===== src/rtl/dual_issue_fetch_buffer_if.sv =====
// Bundle of the fetch buffer's instruction-memory port, scheduler issue port
// and redirect inputs.
//   master : the fetch buffer (drives imem request and issue pair)
//   slave  : the environment (memory, scheduler, redirect source)
// Signals:
//   imem_req/imem_addr          fetch request and word-aligned address
//   imem_ready                  memory accepts the request this cycle
//   imem_rvalid/imem_rdata      fetch response
//   freeze1/freeze2             scheduler lane freezes, pop only when both low
//   flush/flush_pc              control-flow redirect and its target
//   instruction0/instruction1   two oldest buffered words (zero when absent)
//   pc0                         PC of instruction0
//   nothing_filled/occupancy    buffer empty flag and entry count
interface dual_issue_fetch_buffer_if #(
    parameter int unsigned DEPTH = 8
);
    localparam int unsigned CW = $clog2(DEPTH) + 1;

    logic          imem_req;
    logic [31:0]   imem_addr;
    logic          imem_ready;
    logic          imem_rvalid;
    logic [31:0]   imem_rdata;
    logic          freeze1;
    logic          freeze2;
    logic          flush;
    logic [31:0]   flush_pc;
    logic [31:0]   instruction0;
    logic [31:0]   instruction1;
    logic [31:0]   pc0;
    logic          nothing_filled;
    logic [CW-1:0] occupancy;

    modport master (
        output imem_req, imem_addr, instruction0, instruction1, pc0,
               nothing_filled, occupancy,
        input  imem_ready, imem_rvalid, imem_rdata, freeze1, freeze2,
               flush, flush_pc
    );

    modport slave (
        input  imem_req, imem_addr, instruction0, instruction1, pc0,
               nothing_filled, occupancy,
        output imem_ready, imem_rvalid, imem_rdata, freeze1, freeze2,
               flush, flush_pc
    );
endinterface


===== src/rtl/dual_issue_fetch_buffer.sv =====
// Instruction fetch queue feeding the dual-issue scheduler. Fetches 32-bit words
// with at most one request outstanding, buffers them in a circular FIFO and
// presents the two oldest as an issue pair. The pair is popped when neither
// scheduler lane is frozen; a redirect (flush) empties the buffer and discards
// any in-flight fetch.
// Ports:
//   clk    system clock, all state on posedge
//   n_rst  asynchronous active-low reset
//   bus    dual_issue_fetch_buffer_if.master (imem port, issue pair, redirect)
module dual_issue_fetch_buffer #(
    parameter int unsigned DEPTH    = 8,
    parameter logic [31:0] RESET_PC = 32'h0
) (
    input  logic                           clk,
    input  logic                           n_rst,
    dual_issue_fetch_buffer_if.master      bus
);
    localparam int unsigned PW = $clog2(DEPTH);
    localparam int unsigned CW = PW + 1;

    typedef enum logic [1:0] {StIdle, StReq, StWait, StDrop} state_t;

    state_t        state;
    logic [31:0]   mem [DEPTH];
    logic [PW-1:0] head;
    logic [PW-1:0] tail;
    logic [CW-1:0] count;
    logic [31:0]   fetch_pc;
    logic [31:0]   head_pc;

    logic          req;
    logic          accept;
    logic          push;
    logic          pop_en;
    logic [1:0]    popn;
    logic [PW-1:0] head_plus1;

    // Only one request can be outstanding, so checking stored entries alone
    // guarantees the returning word always has a free slot.
    assign req        = (state == StReq) && (count < CW'(DEPTH));
    assign accept     = req && bus.imem_ready;
    assign push       = (state == StWait) && bus.imem_rvalid && !bus.flush;
    assign pop_en     = !bus.freeze1 && !bus.freeze2 && (count != '0);
    assign popn       = !pop_en ? 2'd0 : ((count >= CW'(2)) ? 2'd2 : 2'd1);
    assign head_plus1 = head + PW'(1);

    assign bus.imem_req       = req;
    assign bus.imem_addr      = fetch_pc;
    assign bus.instruction0   = (count != '0)      ? mem[head]       : 32'h0;
    assign bus.instruction1   = (count >= CW'(2))  ? mem[head_plus1] : 32'h0;
    assign bus.pc0            = head_pc;
    assign bus.nothing_filled = (count == '0);
    assign bus.occupancy      = count;

    // Storage array carries no reset; validity is tracked by count.
    always_ff @(posedge clk) begin
        if (push) begin
            mem[tail] <= bus.imem_rdata;
        end
    end

    always_ff @(posedge clk or negedge n_rst) begin
        if (!n_rst) begin
            state    <= StIdle;
            head     <= '0;
            tail     <= '0;
            count    <= '0;
            fetch_pc <= RESET_PC;
            head_pc  <= RESET_PC;
        end else if (bus.flush) begin
            head     <= '0;
            tail     <= '0;
            count    <= '0;
            fetch_pc <= bus.flush_pc;
            head_pc  <= bus.flush_pc;
            // Any response still owed by memory must be swallowed in StDrop.
            unique case (state)
                StWait:  state <= bus.imem_rvalid ? StReq : StDrop;
                StReq:   state <= accept ? StDrop : StReq;
                StDrop:  state <= bus.imem_rvalid ? StReq : StDrop;
                default: state <= StReq;
            endcase
        end else begin
            count   <= count + CW'(push) - CW'(popn);
            head    <= head + PW'(popn);
            head_pc <= head_pc + {28'h0, popn, 2'b00};
            if (push) begin
                tail <= tail + PW'(1);
            end
            if (accept) begin
                fetch_pc <= fetch_pc + 32'd4;
            end
            unique case (state)
                StIdle:  state <= StReq;
                StReq:   state <= accept ? StWait : StReq;
                StWait:  state <= bus.imem_rvalid ? StReq : StWait;
                StDrop:  state <= bus.imem_rvalid ? StReq : StDrop;
                default: state <= StIdle;
            endcase
        end
    end
endmodule


===== src/flat_wrapper.sv =====
// flat-port wrapper written by rule: the top's interface ports become plain ports
module dual_issue_fetch_buffer_flat 
#(
    parameter int unsigned DEPTH    = 8,
    parameter logic [31:0] RESET_PC = 32'h0
)
  (clk, n_rst, bus_imem_req, bus_imem_addr, bus_instruction0, bus_instruction1, bus_pc0, bus_nothing_filled, bus_occupancy, bus_imem_ready, bus_imem_rvalid, bus_imem_rdata, bus_freeze1, bus_freeze2, bus_flush, bus_flush_pc);
  dual_issue_fetch_buffer_if #(.DEPTH(DEPTH)) bus_i ();
  input  logic clk;
  input  logic n_rst;
  output wire logic [$bits(bus_i.imem_req)-1:0] bus_imem_req;
  output wire logic [$bits(bus_i.imem_addr)-1:0] bus_imem_addr;
  output wire logic [$bits(bus_i.instruction0)-1:0] bus_instruction0;
  output wire logic [$bits(bus_i.instruction1)-1:0] bus_instruction1;
  output wire logic [$bits(bus_i.pc0)-1:0] bus_pc0;
  output wire logic [$bits(bus_i.nothing_filled)-1:0] bus_nothing_filled;
  output wire logic [$bits(bus_i.occupancy)-1:0] bus_occupancy;
  input wire logic [$bits(bus_i.imem_ready)-1:0] bus_imem_ready;
  input wire logic [$bits(bus_i.imem_rvalid)-1:0] bus_imem_rvalid;
  input wire logic [$bits(bus_i.imem_rdata)-1:0] bus_imem_rdata;
  input wire logic [$bits(bus_i.freeze1)-1:0] bus_freeze1;
  input wire logic [$bits(bus_i.freeze2)-1:0] bus_freeze2;
  input wire logic [$bits(bus_i.flush)-1:0] bus_flush;
  input wire logic [$bits(bus_i.flush_pc)-1:0] bus_flush_pc;
  assign bus_imem_req = bus_i.imem_req;
  assign bus_imem_addr = bus_i.imem_addr;
  assign bus_instruction0 = bus_i.instruction0;
  assign bus_instruction1 = bus_i.instruction1;
  assign bus_pc0 = bus_i.pc0;
  assign bus_nothing_filled = bus_i.nothing_filled;
  assign bus_occupancy = bus_i.occupancy;
  assign bus_i.imem_ready = bus_imem_ready;
  assign bus_i.imem_rvalid = bus_imem_rvalid;
  assign bus_i.imem_rdata = bus_imem_rdata;
  assign bus_i.freeze1 = bus_freeze1;
  assign bus_i.freeze2 = bus_freeze2;
  assign bus_i.flush = bus_flush;
  assign bus_i.flush_pc = bus_flush_pc;
  dual_issue_fetch_buffer #(.DEPTH(DEPTH), .RESET_PC(RESET_PC)) u_core (.clk(clk), .n_rst(n_rst), .bus(bus_i));
endmodule

===== config.mk =====
export PLATFORM = sky130hd
export DESIGN_NAME = dual_issue_fetch_buffer_flat
export DESIGN_NICKNAME = d
export VERILOG_FILES = /design/src/rtl/dual_issue_fetch_buffer_if.sv /design/src/rtl/dual_issue_fetch_buffer.sv /design/src/flat_wrapper.sv
export SDC_FILE = /design/constraint.sdc
export NUM_CORES = 1
export LEC_CHECK = 0
export ABC_CLOCK_PERIOD_IN_PS = 4200
export BUFFER_PORTS_ARGS = -buffer_cell sky130_fd_sc_hd__buf_2
export CAP_MARGIN = 15
export CORE_MARGIN = 5
export CORE_UTILIZATION = 37
export CTS_CLUSTER_DIAMETER = 40
export DETAILED_ROUTE_END_ITERATION = 16
export GPL_ROUTABILITY_DRIVEN = 0
export SYNTH_ARGS = -nofsm -noshare
export SYNTH_HDL_FRONTEND = slang
export SYNTH_SLANG_ARGS = --single-unit
export TNS_END_PERCENT = 10

===== constraint.sdc =====
create_clock -name clk -period 4.2 [get_ports clk]
set_input_delay 0.84 -clock clk [delete_from_list [all_inputs] [get_ports clk]]
set_output_delay 0.84 -clock clk [all_outputs]
set_load 0.01 [all_outputs]

==> run_results.csv <==
group,metric,value,unit
yosys,synth_cell_type_count,47,
clock_network,worstSkewPairLatency,0.58,ns
yosys,synthArstFlopShare,22.9,%
floorplanning,dieWidth,217,um
clock_network,cts_resized,0,
yosys,synth_ff_type,"edfxtp_1",
cells_and_area,area.growth.synth_to_final,23.5,%
sta,slew_violations,0,
yosys,ys_warn_count,0,
yosys,syn_avg_cell_area,15.2,um^2
yosys,syn-num-nets,1130,
floorplanning,dieArea,47200,um^2
setup_path,critPathArrivalTime,3.01,ns
sta,rsz0062_at_grt,"no",
setup_path,critPathTopFamily,"buffers and inverters",
route,viasPerCell,5.54,
setup_path,cp_slowest_stage_delay,0.55,ns
clock_network,cts_sinks,332,
yosys,synth_edf_count,256,
min_path,hold_path.class,"primary input to async pin",
setup_path,setup.worst_path.start_class,"flip-flop",
floorplanning,rows,76,
setup_path,worstPathCellList,"inv_1 -> ha_1 -> nor2b_4 -> buf_4 -> and2_2 -> buf_4 -> nor2_1 -> buf_2",
place,dp_hpwl,25700,um
sta,fin_crit,3.85,ns
yosys,ys_seq_area_share,60.3,%
setup_path,critPathMaxFanout,33,
grt,grt_pass1_vias,10800,
place,numPortBuffers,204,
setup_path,cp.required,3.36,ns
clock_network,tritoncts,"yes",
setup_path,path_common_cell,"buf_4",
cells_and_area,layout_common_cells,"edfxtp_1, buf_2, mux4_2",
grt,grt_overflow,0,
floorplanning,start_util,37.2,%
sta,fmax,259,MHz
clock_network,cts_root_buf,"clkbuf_16",
cells_and_area,drive_above_1_share,37.8,%
place,dpl-instance-area,17700,um^2
clock_network,holdBufCountCts,0,
grt,grt_antenna_before_repair,5,
route,drt_iter0_markers,511,
setup_path,cp_num_buf_inv,4,
route,wl_per_cell,22.7,um
clock_network,cts_setup_buffers,0,
clock_network,cts_made_buffers,57,
cells_and_area,final_area,19600,um^2
cells_and_area,utilization,45.9,%
setup_path,crit_type,"flip-flop to output port",
route,dr_total_vias,10300,
yosys,yosys_register_bits,332,
run,maxCapViolCount,0,
cells_and_area,final_nets,1353,
clock_network,htree_levels,2,
setup_path,cp-end-kind,"output port",
floorplanning,core_area,42800,um^2
route,drtPass1Iterations,5,
power_and_ir_drop,leakage,0.00689,uW
grt,grt_pass1_wl,64200,um
clock_network,cts_buffer_depth,3,
sta,finalSetupViolCount,0,
cells_and_area,final_common_cell,"edfxtp_1",
route,routed_wl,42200,um
route,drc,0,
sta,fin_skew,0.0253,ns
power_and_ir_drop,power_density,524,nW/um^2
grt,grt_max_degree,130,
route,ant_nets,0,
sta,post-route-period-util,91.8,%
floorplanning,ios,205,
outcome,run_status,"finished clean",
yosys,syn_area,15900,um^2
sta,setup_tns,0,ns
sta,worst_slew_pin_slew,1.10,ns
clock_network,cts.clk_slew.worst_paths,0.06,ns
setup_path,crit_slowest_cell,"and2_2",
sta,maxSlewHeadroom,26.9,%
yosys,synth_cells,1044,
sta,hold_viol,0,
grt,grt_usage,17.7,%
power_and_ir_drop,peakVddDrop,270,uV
cells_and_area,diodes,0,
floorplanning,dieHeight,217,um
==> worst register-to-register path, cell delays in order (launching register included) <==
cell and delay, ns:
dfrtp_1 0.40, inv_1 0.07, ha_1 0.15, nor2b_4 0.17
nor4b_1 0.25, buf_4 0.17, ha_1 0.15, inv_1 0.05
fa_1 0.39, nand3b_1 0.19, or4b_1 0.78, or4_1 0.55
a31oi_1 0.19
==> final timing paths <==
path	from	to	slack, ns	cells after the start
max reg2reg	u_core.bus.occupancy[3]	u_core.bus.pc0[26]	0.58	12
min	n_rst	u_core.bus.pc0[20]	0.33	1
max in group asynchronous	n_rst	u_core.bus.pc0[28]	3.10	2
min reg2reg	u_core.bus.pc0[0]	u_core.bus.pc0[0]	0.52	2
max	u_core.bus.occupancy[3]	bus_instruction0[25]	0.35	8
min in group clk	bus_imem_rvalid	u_core.state[1]	0.47	2
==> registers in the layout, indices dropped and copies added, names as in the netlist <==
register / count
u_core.mem: 256
u_core.tail: 3
u_core.head: 3
u_core.bus.occupancy: 4
u_core.state: 2
u_core.bus.pc0: 32
u_core.bus.imem_addr: 32
==> per-layer routing <==
metal  up-vias  part of all wire [%]  GRT usage (%)
met5         -                  0.11              0
met2       357                    50           30.5
met3        55                   6.9           4.13
li1       4620                     -              -
met4         8                   1.6           4.38
met1      5270                    41           22.9
==> layout make-up <==
class | instances | area, um^2
Multi-Input combinational cell | 614 | 6030
Sequential cell | 332 | 9600
Timing Repair Buffer | 234 | 1300
Fill cell | 3791 | 23200
Tap cell | 546 | 683
Inverter | 28 | 105
Clock buffer | 71 | 1620
Clock inverter | 36 | 314
==> cell usage after synthesis, types with 14 or more instances <==
library cell  number  area, um^2
or4_1             22         165
nand3_1           16        80.1
mux2_2            14         158
buf_1             18        67.6
o31ai_1           20         150
dfrtp_1           76        1900
nor3_1            14        70.1
clkbuf_1          42         158
mux2i_1           34         340
nand2_1           86         323
edfxtp_1         256        7690
xnor2_1           16         140
o21ai_0           21         105
inv_1             27         101
nor2_1            75         282
a21oi_1           38         190
mux4_2           128        2880
a31oi_1           31         194
==> power breakdown <==
part	internal, uW	switching [uW]	total [uW]
clock	2880	1680	4560
combinational	800	1180	1980
sequential	3640	117	3760
total	7320	2970	10300
==> cells by family (layout without fill, tap and decap cells) <==
| logic type | Yosys count | count (layout) | synth area share, % |
|---|---|---|---|
| buffers and inverters | 98 | 369 | 2.47 |
| adders and majority gates | 15 | 15 | 1.32 |
| and+or+nand+nor | 278 | 278 | 8.72 |
| AOI/OAI and AO/OA | 116 | 116 | 4.34 |
| DFF | 332 | 332 | 60.3 |
| muxes | 176 | 176 | 21.3 |
| xor gates and xnor gates | 29 | 29 | 1.60 |
==> through the flow <==
step | cells | hold slack [ns] | total power (uW) | worst slack [ns]
2_1_floorplan | 1044 | 0.544 | 4920 | 0.0915
3_3_place_gp | 1754 | 0.512 | 5830 | 0.446
3_5_place_dp | 1754 | 0.517 | 5840 | 0.410
4_1_cts | 1861 | 0.336 | 10500 | 0.252
5_1_grt | 1861 | 0.384 | 10800 | 0.134
6_report | 1861 | 0.333 | 10300 | 0.346
Power figures use the tool's default switching activity.
